--- config.mk ---
export PLATFORM = sky130hd
export DESIGN_NAME = mult_arbiter
export DESIGN_NICKNAME = d
export VERILOG_FILES = /design/src/rtl/mult_ctrl_pkg.sv /design/src/rtl/rr_arbiter2.sv /design/src/rtl/mult_arbiter.sv
export SDC_FILE = /design/constraint.sdc
export NUM_CORES = 1
export LEC_CHECK = 0
export ABC_AREA = 0
export BUFFER_PORTS_ARGS = -buffer_cell sky130_fd_sc_hd__buf_2
export CORE_MARGIN = 2
export CORE_UTILIZATION = 35
export CTS_CLUSTER_DIAMETER = 30
export DETAILED_ROUTE_END_ITERATION = 8
export PLACE_DENSITY = 0.73
export SYNTH_ARGS = -nofsm -noshare
export SYNTH_HDL_FRONTEND = slang
export SYNTH_SLANG_ARGS = --single-unit
--- constraint.sdc ---
create_clock -name clk -period 2.02 [get_ports clk]
set_input_delay 0.404 -clock clk [delete_from_list [all_inputs] [get_ports clk]]
set_output_delay 0.404 -clock clk [all_outputs]
set_load 0.01 [all_outputs]
--- src/rtl/mult_ctrl_pkg.sv ---
// ---------------------------------------------------------------------------
// mult_ctrl_pkg
// Shared definitions for the two-requester multiplier arbiter.
//   state_t    : FSM state encoding (IDLE / ISSUE / WAIT / RESPOND)
//   REQ0/REQ1  : requester identifiers used for grant and winner tracking
// ---------------------------------------------------------------------------
package mult_ctrl_pkg;

  typedef enum logic [1:0] {
    IDLE    = 2'b00,
    ISSUE   = 2'b01,
    WAIT    = 2'b10,
    RESPOND = 2'b11
  } state_t;

  localparam logic REQ0 = 1'b0;
  localparam logic REQ1 = 1'b1;

endpackage : mult_ctrl_pkg

--- src/rtl/rr_arbiter2.sv ---
// ---------------------------------------------------------------------------
// rr_arbiter2
// Purely combinational two-input round-robin picker. The grant history
// (last_grant) is owned by the parent.
// Ports:
//   req0, req1   in  request levels
//   last_grant   in  id granted on the previous arbitration
//   grant_valid  out at least one request present
//   grant_id     out id of the winner (meaningful only with grant_valid)
// ---------------------------------------------------------------------------
module rr_arbiter2
  import mult_ctrl_pkg::*;
(
  input  logic req0,
  input  logic req1,
  input  logic last_grant,
  output logic grant_valid,
  output logic grant_id
);

  always_comb begin
    grant_valid = req0 | req1;
    grant_id    = REQ0;
    if (req0 && req1) begin
      // Tie: whoever was not served last time goes next.
      grant_id = ~last_grant;
    end else if (req1) begin
      grant_id = REQ1;
    end
  end

endmodule : rr_arbiter2

--- src/rtl/mult_arbiter.sv ---
// ---------------------------------------------------------------------------
// mult_arbiter
// Shares one start/done sequential multiplier between two requesters.
// Round-robin arbitration, operand capture, single start pulse, watchdog
// on the done wait, and a one-cycle ack with product or timeout flag.
// Parameters:
//   WIDTH    operand width (product is 2*WIDTH)
//   TIMEOUT  max WAIT cycles before abort (>= 2)
// Ports:
//   clk, reset             clock / asynchronous active-high reset
//   req0/1, a0/b0, a1/b1   requester levels and operands
//   ack0/1, res0/1, err0/1 completion pulse, held product, held timeout flag
//   mult_start, mult_a/b   start pulse and latched operands to the datapath
//   mult_done, mult_result datapath done level and product
//   busy                   high whenever the FSM is not IDLE
// ---------------------------------------------------------------------------
module mult_arbiter
  import mult_ctrl_pkg::*;
#(
  parameter int WIDTH   = 8,
  parameter int TIMEOUT = 15
) (
  input  logic               clk,
  input  logic               reset,
  input  logic               req0,
  input  logic               req1,
  input  logic [WIDTH-1:0]   a0,
  input  logic [WIDTH-1:0]   b0,
  input  logic [WIDTH-1:0]   a1,
  input  logic [WIDTH-1:0]   b1,
  output logic               ack0,
  output logic               ack1,
  output logic [2*WIDTH-1:0] res0,
  output logic [2*WIDTH-1:0] res1,
  output logic               err0,
  output logic               err1,
  output logic               mult_start,
  output logic [WIDTH-1:0]   mult_a,
  output logic [WIDTH-1:0]   mult_b,
  input  logic               mult_done,
  input  logic [2*WIDTH-1:0] mult_result,
  output logic               busy
);

  localparam int CNT_W = $clog2(TIMEOUT + 1);
  localparam logic [CNT_W-1:0] CNT_MAX = CNT_W'(TIMEOUT);

  state_t             r_state;
  state_t             w_state_next;
  logic               r_last_grant;
  logic               r_winner;
  logic [CNT_W-1:0]   r_cnt;
  logic [WIDTH-1:0]   r_mult_a;
  logic [WIDTH-1:0]   r_mult_b;
  logic [2*WIDTH-1:0] r_res0;
  logic [2*WIDTH-1:0] r_res1;
  logic               r_err0;
  logic               r_err1;

  logic               w_grant_valid;
  logic               w_grant_id;
  logic               w_done_ok;
  logic               w_timeout;

  rr_arbiter2 u_arb (
    .req0        (req0),
    .req1        (req1),
    .last_grant  (r_last_grant),
    .grant_valid (w_grant_valid),
    .grant_id    (w_grant_id)
  );

  // A counter of zero marks the first WAIT cycle, where a done level left
  // over from the previous operation may still be visible, so it is ignored.
  assign w_done_ok = (r_state == WAIT) && (r_cnt != '0) && mult_done;
  assign w_timeout = (r_state == WAIT) && (r_cnt == CNT_MAX);

  // State register
  always_ff @(posedge clk or posedge reset) begin
    if (reset) begin
      r_state <= IDLE;
    end else begin
      r_state <= w_state_next;
    end
  end

  // Next-state logic
  always_comb begin
    w_state_next = r_state;
    case (r_state)
      IDLE:    if (w_grant_valid) w_state_next = ISSUE;
      ISSUE:   w_state_next = WAIT;
      WAIT:    if (w_done_ok || w_timeout) w_state_next = RESPOND;
      RESPOND: w_state_next = IDLE;
      default: w_state_next = IDLE;
    endcase
  end

  // Outputs decoded from the state register (no input-to-output paths)
  always_comb begin
    mult_start = (r_state == ISSUE);
    busy       = (r_state != IDLE);
    ack0       = (r_state == RESPOND) && (r_winner == REQ0);
    ack1       = (r_state == RESPOND) && (r_winner == REQ1);
  end

  // Datapath registers: grant history, operands, wait counter, results
  always_ff @(posedge clk or posedge reset) begin
    if (reset) begin
      r_last_grant <= REQ1;
      r_winner     <= REQ0;
      r_cnt        <= '0;
      r_mult_a     <= '0;
      r_mult_b     <= '0;
      r_res0       <= '0;
      r_res1       <= '0;
      r_err0       <= 1'b0;
      r_err1       <= 1'b0;
    end else begin
      case (r_state)
        IDLE: begin
          if (w_grant_valid) begin
            r_last_grant <= w_grant_id;
            r_winner     <= w_grant_id;
            r_mult_a     <= (w_grant_id == REQ1) ? a1 : a0;
            r_mult_b     <= (w_grant_id == REQ1) ? b1 : b0;
          end
        end
        ISSUE: begin
          r_cnt <= '0;
        end
        WAIT: begin
          if (r_cnt != CNT_MAX) begin
            r_cnt <= r_cnt + CNT_W'(1);
          end
          // Done takes priority when it coincides with the timeout.
          if (w_done_ok) begin
            if (r_winner == REQ1) begin
              r_res1 <= mult_result;
              r_err1 <= 1'b0;
            end else begin
              r_res0 <= mult_result;
              r_err0 <= 1'b0;
            end
          end else if (w_timeout) begin
            if (r_winner == REQ1) begin
              r_res1 <= '0;
              r_err1 <= 1'b1;
            end else begin
              r_res0 <= '0;
              r_err0 <= 1'b1;
            end
          end
        end
        default: ;
      endcase
    end
  end

  assign mult_a = r_mult_a;
  assign mult_b = r_mult_b;
  assign res0   = r_res0;
  assign res1   = r_res1;
  assign err0   = r_err0;
  assign err1   = r_err1;

endmodule : mult_arbiter

# Yosys cells after proc, flatten, opt, wreduce, memory -nomap -nowiden
# Cells that the tools add are included.
[word_totals]
inputBits = 53
elab_cells = 68
ff_bits = 58
[classes]
bitwise = 3
n_reduce_logical = 17
addsub = 1
eq_ne = 12
mux = 25
[op_table]
columns = ["op", "count"]
rows = [
  ["16-bit two-way mux", 8],
  ["8-bit two-way mux", 2],
  ["1-bit two-way mux", 10],
  ["2-bit != test (second input constant)", 4],
  ["2-bit case mux with 4 select lines", 1],
  ["4-bit case mux with 2 select lines", 1],
  ["4-bit AND reduction", 2],
  ["1-bit logical AND", 6],
  ["2-bit by 1-bit != test with 1-bit output (second input constant)", 3],
  ["2-bit AND reduction", 3],
  ["2-bit nonzero test", 3],
  ["4-bit by 1-bit adder with 4-bit output (second input constant)", 1],
  ["2-bit equality test (second input constant)", 2],
  ["4-bit equality test (second input constant)", 1],
  ["2-bit two-way mux", 2],
  ["4-bit two-way mux", 1],
  ["4-bit != test (second input constant)", 1],
  ["4-bit nonzero test", 1],
  ["2-bit by 1-bit equality test with 1-bit output (second input constant)", 1],
  ["2-bit zero test", 1],
  ["1-bit NOT", 2],
  ["1-bit logical OR", 1],
  ["1-bit OR", 1],
]

# Depth between registers and ports, before layout
# Gate-level depths: netlist (run 1).
[logic_depth]
word_depth = 6
mapped_depth = 8
mapped_depth_nobuf = 6

# Hierarchy
# A second synthesis (run 1) with hierarchy kept.
[unflattened]
hier_cells = 206
hier_area_um2 = 2529.9
[modules_own_cells]
columns = ["mod", "instances", "area_per_inst_um2", "seq_area_each_um2", "cells_each"]
rows = [
  ["mult_arbiter", 1, 2516.2, 1452.6, 204],
  ["rr_arbiter2", 1, 13.8, 0.0, 2],
]

# Worst setup path after synthesis (run 1)
# Ideal clock, no wire load.
[synth_path]
path_type = "register to register"
from = "reg r_state[0]"
to = "reg r_res1[0] (netlist: res1[0])"
arrival_time_ns = 1.478
setup_time_ns = 0.122
path_stages_with_launch = 9
t_required_ns = 1.898
slack_ns = 0.420
path_cell_list = "dfrtp_1 inv_1 ha_1 buf_2 nand2_1 o22ai_2 nand2_2 buf_6 a32o_1"
[synth_via]
elab_chain_len = 5
word_cells_on_any_way = 9
[synth_lines]
columns = ["element", "line", "rtl"]
rows = [
  ["start: declaration", "mult_arbiter.sv:48", "state_t r_state;"],
  ["start signal: assignment", "mult_arbiter.sv:83", "r_state <= w_state_next;"],
  ["2-bit equality test (*)", "mult_arbiter.sv:75, mult_arbiter.sv:76, mult_arbiter.sv:120", ""],
  ["1-bit logical AND (2 in series)", "mult_arbiter.sv:75", "assign w_done_ok = (r_state == WAIT) && (r_cnt != '0) && mult_done;"],
  ["2-bit != test (no line) or 2-bit nonzero test (tied branches)", "n/a", ""],
  ["4-bit AND reduction (no line)", "n/a", ""],
  ["end signal: assignment", "mult_arbiter.sv:139", "r_res1 <= mult_result;"],
  ["end: declaration", "mult_arbiter.sv:56", "logic [2*WIDTH-1:0] r_res1;"],
]
# Every way passes the cells marked *; elsewhere a longest branch is shown, timed or not.
# A chain may end at the register's enable or synchronous reset.

# Final worst setup path (run 1)
[layout_path]
from = "reg r_state[0]"
to = "reg r_res1[3] (netlist: res1[3])"
# Same word-level chain as after synthesis.

==> results.yml, run 1 <==
logic_synthesis:
  post_synth_inst_count: 208
  synth_fp_nets: 267
  postSynth.topFlopCell: "sky130_fd_sc_hd__dfrtp_1"
  postSynthAreaPerCell_um2: 12.2
  synth_edf_count: 0
  largest_cells_by_area_after_synthesis: "sky130_fd_sc_hd__dfrtp_1 (56%), sky130_fd_sc_hd__a32o_1 (13%), sky130_fd_sc_hd__mux2i_1 (6.3%)"
  synth_seq_cells: 58
  synth_seq_area_share_pct: 57.4
  syn-cell-area_mm2: 0.00253
  yosys.area.top_type: "sky130_fd_sc_hd__dfrtp_1"
  synth.top_cell.area_share_pct: 56.4
  ys_warn_count: 0
  post_synth_num_cell_types: 33
  ys_async_sr_fraction_pct: 100
power:
  post-layout-total-power_mw: 5.57
  ir_drop_v: 0.000738
  p_leak_nw: 1.72
  power_density_mw_per_mm2: 1630
cells_and_area:
  final_core_util_pct: 49.4
  fillers: 676
  final_net_count: 378
  drive_above_1_share_pct: 42.9
  final_common_cell: "sky130_fd_sc_hd__buf_2"
  layout.cells.non_filler: 420
  antenna_cells_inserted: 0
  final_cell_area_mm2: 0.00341
  layout_common_cells: "sky130_fd_sc_hd__buf_2 (106), sky130_fd_sc_hd__dfrtp_1 (57), sky130_fd_sc_hd__a32o_1 (32)"
  area_growth_pct: 34.8
floorplan:
  start_util_pct: 36.6
  die_w_um: 89.0
  fp.dieArea_mm2: 0.00792
  core_area_mm2: 0.00691
  ioPinCount: 107
  std_cell_rows: 30
  fp.dieH_um: 89.0
setup_path:
  worst-endpoint-arrival_ps: 2000
  crit_end: "res1[3]"
  rr_worst_depth: 6
  r2r-end: "res1[3]"
  worst-endpoint-required_ps: 2230
  setup.worst_path.class: "reg -> reg"
  worst_r2r_startpoint: "r_state[0]"
  reg2reg_slack_ps: 230
  worstSetupStartpoint: "r_state[0]"
  critical_path.endpoint_type: "flop"
  critical_path.startpoint_type: "flop"
  timing.critical_path.fanout_max: 17
sta:
  layout_min_cycle_time_ps: 1790
  grt_setup_unrepaired: "no"
  timing.final.crit_share_pct: 88.8
  hold_viol: 0
  fmax_mhz: 558
  relSlewSlack_pct: 50.8
  setup_skew_after_layout_ps: 12.1
  final-max-slew-violation-count: 0
  finalSetupTns_ps: 0
  finalSetupViolations: 0
  tightestPinTransition_ps: 737
place:
  port_buffers: 106
  placedInstanceArea_mm2: 0.00316
  post-place-cells: 404
  hpwlAfterDp_um: 4340
  replace_congestion: 0.749
clock_network:
  cts_max_level: 3
  clkSlewWorstSetupHoldPaths_ps: 70
  cts_root_buffer: "sky130_fd_sc_hd__clkbuf_8"
  cts_made_buffers: 9
  cts_hold_repair.buffers: 0
  cts_tree: "done"
  insertion_delay_ps: 330
  max-clock-path-buffers: 2
  tritoncts_num_sinks: 58
  post_cts_resize_count: 0
  cts_setup_buffers: 0
detailed_routing:
  vias_per_cell: 4.99
  route.detailed.wl_per_inst_um: 14.3
  route.antenna.remaining_nets: 0
  wl_um: 6000
  detail_route.drc_violations: 0
  drtIter0Drc: 67
  drt-pass1-iter-count: 4
  detailroute.via_count: 2094
global_routing:
  overflow: 0
  number_of_antenna_violations_at_the_first_check_in_global_routing: 0
  globalRouteTotalUtil_pct: 15.6
  grt_pass1_vias: 2037
  grt_max_degree: 43
  grt_pass1_wl_um: 9420
outcome:
  status: "finished, final reports clean"
worst_hold_path:
  hold_class: "in -> async"
run:
  cap_viol_max_count: 0
metal layers:
layer | wire [um] | part of all wire (%) | vias up | GRT usage [%]
met4 | 29 | 0.48 | 0 | 4.48
li1 | - | - | 998 | -
met3 | 412 | 6.9 | 4 | 5.63
met2 | 2850 | 47 | 76 | 25.0
met5 | 0 | 0 | - | 0
met1 | 2710 | 45 | 1016 | 19.9
where the power goes:
part / leakage, nW / total, mW / switching, mW / internal, mW
logic: 0.872 / 2.20 / 1.21 / 0.991
registers: 0.726 / 2.02 / 0.307 / 1.72
clock network: 0.123 / 1.34 / 0.453 / 0.888
cell usage after synthesis, types with 2 or more instances:
library cell,number
sky130_fd_sc_hd__a21oi_1,6
sky130_fd_sc_hd__nand2_1,21
sky130_fd_sc_hd__ha_1,6
sky130_fd_sc_hd__buf_4,2
sky130_fd_sc_hd__nor2_1,3
sky130_fd_sc_hd__dfrtp_1,57
sky130_fd_sc_hd__inv_1,7
sky130_fd_sc_hd__nor2b_1,3
sky130_fd_sc_hd__o21ai_0,19
sky130_fd_sc_hd__nand3_1,4
sky130_fd_sc_hd__mux2i_1,16
sky130_fd_sc_hd__buf_6,4
sky130_fd_sc_hd__nand2_2,2
sky130_fd_sc_hd__nand2b_1,2
sky130_fd_sc_hd__a32o_1,32
sky130_fd_sc_hd__a22oi_1,2
sky130_fd_sc_hd__clkbuf_1,6
critical path: stages (launching register included):
cell	delay, ps
sky130_fd_sc_hd__dfrtp_1	410
sky130_fd_sc_hd__inv_1	110
sky130_fd_sc_hd__ha_1	210
sky130_fd_sc_hd__nand2_1	110
sky130_fd_sc_hd__o22ai_2	250
sky130_fd_sc_hd__nand2_2	280
sky130_fd_sc_hd__a32o_1	300
cell families after synthesis:
family / after synthesis / synth area share (%)
mux: 17 / 6.78
simple gates: 40 / 7.37
fa+ha+maj: 6 / 2.97
buf+inv: 22 / 5.24
flops: 58 / 57.4
compound gates: 65 / 20.2
registers in the layout, indices dropped and copies added, names as in the netlist:
signal and cells:
res0 16, res1 16, mult_a 8, mult_b 8
r_cnt 4, r_state 2, err0 1, err1 1
r_last_grant 1, r_winner 1
through the flow:
step,setup slack [ps],hold slack (ps)
detailed placement,250,417
global placement,317,407
CTS,213,47.3
floorplan,190,467
global route,73.9,68.3
finish,226,45.9
worst min-delay path by stage:
stage / startpoint / endpoint / slack, ps
finish: reset / mult_a[6] / 50
global route: reset / mult_a[6] / 70
CTS: reset / mult_a[6] / 50
detailed placement: reset / mult_a[6] / 420
global placement: reset / mult_a[6] / 410
floorplan: req0 / r_last_grant / 470
final cells by class:
cell class	count	area (um2)	share of cell area (%)
repair buffers	114	603	17.7
inverters	8	30.0	0.880
clock buffers	12	155	4.55
multi-input cells	128	952	27.9
well taps	96	120	3.52
flip-flops and latches	58	1450	42.6
clock inverters	4	97.6	2.86
(Power assumes the default switching activity.)
==> run 2: changes to the inputs <==
CORE_ASPECT_RATIO = 1.2   (was default)
MAX_ROUTING_LAYER = met4   (was default)
==> run 2 against run 1 <==
Sequential power is essentially flat. Setup slack gained 30 ps. Register-to-register slack gained 60 ps. Critical path depth shrank 2. Final area shrank 0.55%. Global-route usage grew 0.14 points. Sequential share of layout area grew 0.24 points. Non-clock buffer count shrank 1. Utilization shrank 0.48 points.
==> results.yml, run 2 (synthesis results as in run 1) <==
cells_and_area:
  final_common_cell: "sky130_fd_sc_hd__buf_2"
  drive_above_1_share_pct: 42.7
  final_cell_area_mm2: 0.00339
  antenna_cells_inserted: 0
  layout_common_cells: "sky130_fd_sc_hd__buf_2 (106), sky130_fd_sc_hd__dfrtp_1 (57), sky130_fd_sc_hd__a32o_1 (32)"
  final_net_count: 377
  area_growth_pct: 34.1
detailed_routing:
  drt-pass1-iter-count: 4
  wl_um: 5810
  route.detailed.wl_per_inst_um: 14.2
  detailroute.via_count: 2075
  route.antenna.remaining_nets: 0
  drtIter0Drc: 89
  vias_per_cell: 5.06
  detail_route.drc_violations: 0
power:
  cell_internal_pwr_mw: 3.58
  power_density_mw_per_mm2: 1630
  switchingPower_mw: 1.95
  ir_drop_v: 0.000656
  switching_share_pct: 35.2
  pwr-share-seq_pct: 37.2
  comb_power_share_pct: 38.7
  p_leak_nw: 1.72
  post-layout-total-power_mw: 5.53
  power.share.clock_pct: 24.2
clock_network:
  cts_max_level: 3
  cts_setup_buffers: 0
  clkSlewWorstSetupHoldPaths_ps: 60
  cts_root_buffer: "sky130_fd_sc_hd__clkbuf_8"
  tritoncts_num_sinks: 58
  cts_made_buffers: 9
  cts_hold_repair.buffers: 0
  cts_tree: "done"
  max-clock-path-buffers: 2
  post_cts_resize_count: 0
  insertion_delay_ps: 330
setup_path:
  reg2reg_slack_ps: 290
  timing.critical_path.fanout_max: 7
  r2r-end: "r_state[1]"
  worst-endpoint-required_ps: 1620
  crit_end: "busy"
  worstSetupStartpoint: "r_state[0]"
  critical_path.startpoint_type: "flop"
  critical_path.endpoint_type: "output port"
  rr_worst_depth: 6
  setup.worst_path.class: "reg -> out"
  worst-endpoint-arrival_ps: 1360
  worst_r2r_startpoint: "r_state[0]"
sta:
  hold-worst-slack_ps: 131
  layout_min_cycle_time_ps: 1760
  fin_ws_ps: 256
  timing.final.crit_share_pct: 87.3
  finalSetupViolations: 0
  finalSetupTns_ps: 0
  final-max-slew-violation-count: 0
  hold_viol: 0
  fmax_mhz: 567
  grt_setup_unrepaired: "no"
  setup_skew_after_layout_ps: 7.65
  relSlewSlack_pct: 61.7
  tightestPinTransition_ps: 574
floorplan:
  start_util_pct: 36.5
  fp.dieArea_mm2: 0.00793
  fp.dieH_um: 97.1
  core_area_mm2: 0.00694
  die_w_um: 81.6
  ioPinCount: 107
  std_cell_rows: 33
place:
  port_buffers: 106
  hpwlAfterDp_um: 4270
  placedInstanceArea_mm2: 0.00314
  detailedPlace.worstSlack_ps: 313
  replace_congestion: 0.671
run:
  cap_viol_max_count: 0
worst_hold_path:
  hold_class: "in -> async"
global_routing:
  overflow: 0
  layer_carrying_the_most_global_route_usage: "met2"
  globalRouteTotalUtil_pct: 15.7
  grt_pass1_wl_um: 9430
  grt_max_degree: 35
  grt_pass1_vias: 2040
  number_of_antenna_violations_at_the_first_check_in_global_routing: 0
  gr-usage-met1_pct: 18.4
  grt_util_met3_pct: 4.28
  grt_met2_use_pct: 25.7
outcome:
  status: "finished, final reports clean"
==> run 2: changes by cell type in the layout (fill, tap and decap cells not counted) <==
cell                    before  now
sky130_fd_sc_hd__buf_4       7    6
==> run 2: layer usage <==
layer	up-vias	share of wire, %
met4	0	0.83
met3	6	5.9
met2	76	51
met1	997	42
li1	996	-
met5	-	0
==> run 2: critical path: stages (launching register included) <==
cell,delay [ps]
sky130_fd_sc_hd__dfrtp_1,400
sky130_fd_sc_hd__inv_1,110
sky130_fd_sc_hd__ha_1,320
sky130_fd_sc_hd__inv_1,60
sky130_fd_sc_hd__buf_2,140
==> run 2: worst min path at each step <==
stage	start	to	slack (ps)	cells past startpoint
CTS	reset	mult_a[4]	130	2
global route	reset	mult_a[5]	160	2
global placement	mult_b[2]	mult_b[2]	460	2
detailed placement	mult_b[1]	mult_b[1]	460	2
floorplan	req0	r_last_grant	470	1
finish	reset	mult_a[5]	130	2
==> run 2: power by group through the flow <==
stage / registers, mW / clock network (mW) / logic (mW)
after floorplan: 2.25 / 0 / 1.15
after global placement: 2.06 / 0 / 2.09
after detailed placement: 2.07 / 0 / 2.18
after CTS: 2.06 / 1.37 / 2.17
after global routing: 2.13 / 1.43 / 2.39
final: 2.05 / 1.34 / 2.14
==> run 2: area by class of cell <==
class	instances	area [um2]
Sequential cell	58	1450
Timing Repair Buffer	113	596
Inverter	8	30.0
Clock buffer	12	155
Clock inverter	4	97.6
Fill cell	656	3540
Multi-Input combinational cell	128	952
Tap cell	87	109
==> run 2: through the flow <==
| stage | std cells | util, % |
|---|---|---|
| after floorplan | 208 | - |
| after global placement | 394 | 45.3 |
| after detailed placement | 394 | 45.3 |
| after CTS | 410 | 48.9 |
| after global routing | 410 | 48.9 |
| final | 410 | 48.9 |
==> run 3: changes to the inputs <==
SETUP_SLACK_MARGIN = 0.3   (was default)
==> run 3 against run 2 <==
Fmax is 7.5% higher. First-iteration DRC count is 25% lower. Sequential power hardly changed. Count of clock-buffer cells in the layout is 1 lower. Sequential cell count stayed put. Largest cell class unchanged. Largest power group unchanged.
==> results.yml, run 3 (synthesis results as in run 1) <==
run:
  cap_viol_max_count: 0
clock_network:
  tritoncts_num_sinks: 58
  max-clock-path-buffers: 2
  cts_max_level: 3
  cts_root_buffer: "sky130_fd_sc_hd__clkbuf_8"
  clkSlewWorstSetupHoldPaths_ps: 70
  cts_tree: "done"
  insertion_delay_ps: 320
  cts_made_buffers: 9
global_routing:
  grt_pass1_vias: 2047
  globalRouteTotalUtil_pct: 15.4
  grt_max_degree: 38
  grt_pass1_wl_um: 9330
  overflow: 0
  number_of_antenna_violations_at_the_first_check_in_global_routing: 0
cells_and_area:
  layout.area.seq_mm2: 0.00145
  layout.cells.non_filler: 414
  multi_input_comb_area_mm2: 0.00102
  drive_above_1_share_pct: 45.0
  antenna_cells_inserted: 0
  final_net_count: 381
  final_cell_area_mm2: 0.00350
  fillers: 635
  area_growth_pct: 38.2
  final_core_util_pct: 50.4
  layout_common_cells: "sky130_fd_sc_hd__buf_2 (106), sky130_fd_sc_hd__dfrtp_1 (57), sky130_fd_sc_hd__a32o_1 (32)"
  final_common_cell: "sky130_fd_sc_hd__buf_2"
sta:
  layout_min_cycle_time_ps: 1640
  relSlewSlack_pct: 65.9
  timing.final.crit_share_pct: 81.2
  hold-worst-slack_ps: 109
  hold_viol: 0
  finalSetupTns_ps: 0
  fin_ws_ps: 380
  tightestPinTransition_ps: 511
  finalSetupViolations: 0
  setup_skew_after_layout_ps: 6.74
  fmax_mhz: 610
  final-max-slew-violation-count: 0
  grt_setup_unrepaired: "yes"
floorplan:
  fp.dieH_um: 97.1
  start_util_pct: 36.5
  ioPinCount: 107
  fp.dieArea_mm2: 0.00793
  die_w_um: 81.6
  std_cell_rows: 33
  core_area_mm2: 0.00694
setup_path:
  reg2reg_slack_ps: 380
  worst-endpoint-required_ps: 2230
  setup.worst_path.class: "reg -> reg"
  critical_path.startpoint_type: "flop"
  timing.critical_path.fanout_max: 8
  worst-endpoint-arrival_ps: 1850
  critical_path.endpoint_type: "flop"
place:
  replace_congestion: 0.723
  post-place-cells: 394
  hpwlAfterDp_um: 4090
  port_buffers: 106
  placedInstanceArea_mm2: 0.00314
  detailedPlace.worstSlack_ps: 278
detailed_routing:
  drtIter0Drc: 67
  drt-pass1-iter-count: 4
  route.antenna.remaining_nets: 0
  detailroute.via_count: 2128
  wl_um: 5930
  route.detailed.wl_per_inst_um: 14.3
  vias_per_cell: 5.14
  detail_route.drc_violations: 0
outcome:
  status: "finished, final reports clean"
power:
  power_density_mw_per_mm2: 1650
  post-layout-total-power_mw: 5.75
  ir_drop_v: 0.000673
  p_leak_nw: 1.75
worst_hold_path:
  hold_class: "in -> async"
==> run 3: final timing paths <==
kind                       startpoint            to  cells past startpoint
max                        r_state[0]    r_state[1]                      6
min                             reset      r_cnt[2]                      2
max reg2reg                r_state[0]    r_state[1]                      6
min reg2reg                 mult_b[6]     mult_b[6]                      2
max in group asynchronous       reset      res0[15]                      3
min in group clk                 req0  r_last_grant                      2
==> run 3: layer usage <==
layer | global-route usage [%] | wire length (um) | vias to the layer above
li1 | - | - | 1012
met5 | - | 0 | -
met4 | 6.41 | 65 | 0
met2 | 25.6 | 3020 | 81
met3 | 3.81 | 405 | 7
met1 | 17.5 | 2430 | 1028
==> run 3: cell type report <==
class,instances,share of cell area (%)
Clock buffer,11,4.04
Clock inverter,5,3.58
Inverter,8,0.966
Multi-Input combinational cell,130,29.1
Sequential cell,58,41.6
Tap cell,87,3.11
Timing Repair Buffer,115,17.7
==> run 3: timing repair <==
item                       CTS  global route
cloned                       0             2
pin swaps                    0             4
gates resized for setup      3            10
setup endpoints to repair   30            35
hold buffers                 0             0
setup buffers                0             2
==> run 3: critical path, stage by stage, from the launching register on <==
cell and delay [ps]:
sky130_fd_sc_hd__dfrtp_1 410, sky130_fd_sc_hd__inv_2 100, sky130_fd_sc_hd__ha_2 200, sky130_fd_sc_hd__buf_4 150, sky130_fd_sc_hd__nand2_1 100, sky130_fd_sc_hd__o21ai_1 200, sky130_fd_sc_hd__mux2_2 360
==> run 3: where the power goes <==
| group | switching, mW | total [mW] | internal (mW) |
|---|---|---|---|
| sequential | 0.308 | 2.02 | 1.72 |
| clock | 0.453 | 1.43 | 0.977 |
| combinational | 1.25 | 2.30 | 1.05 |
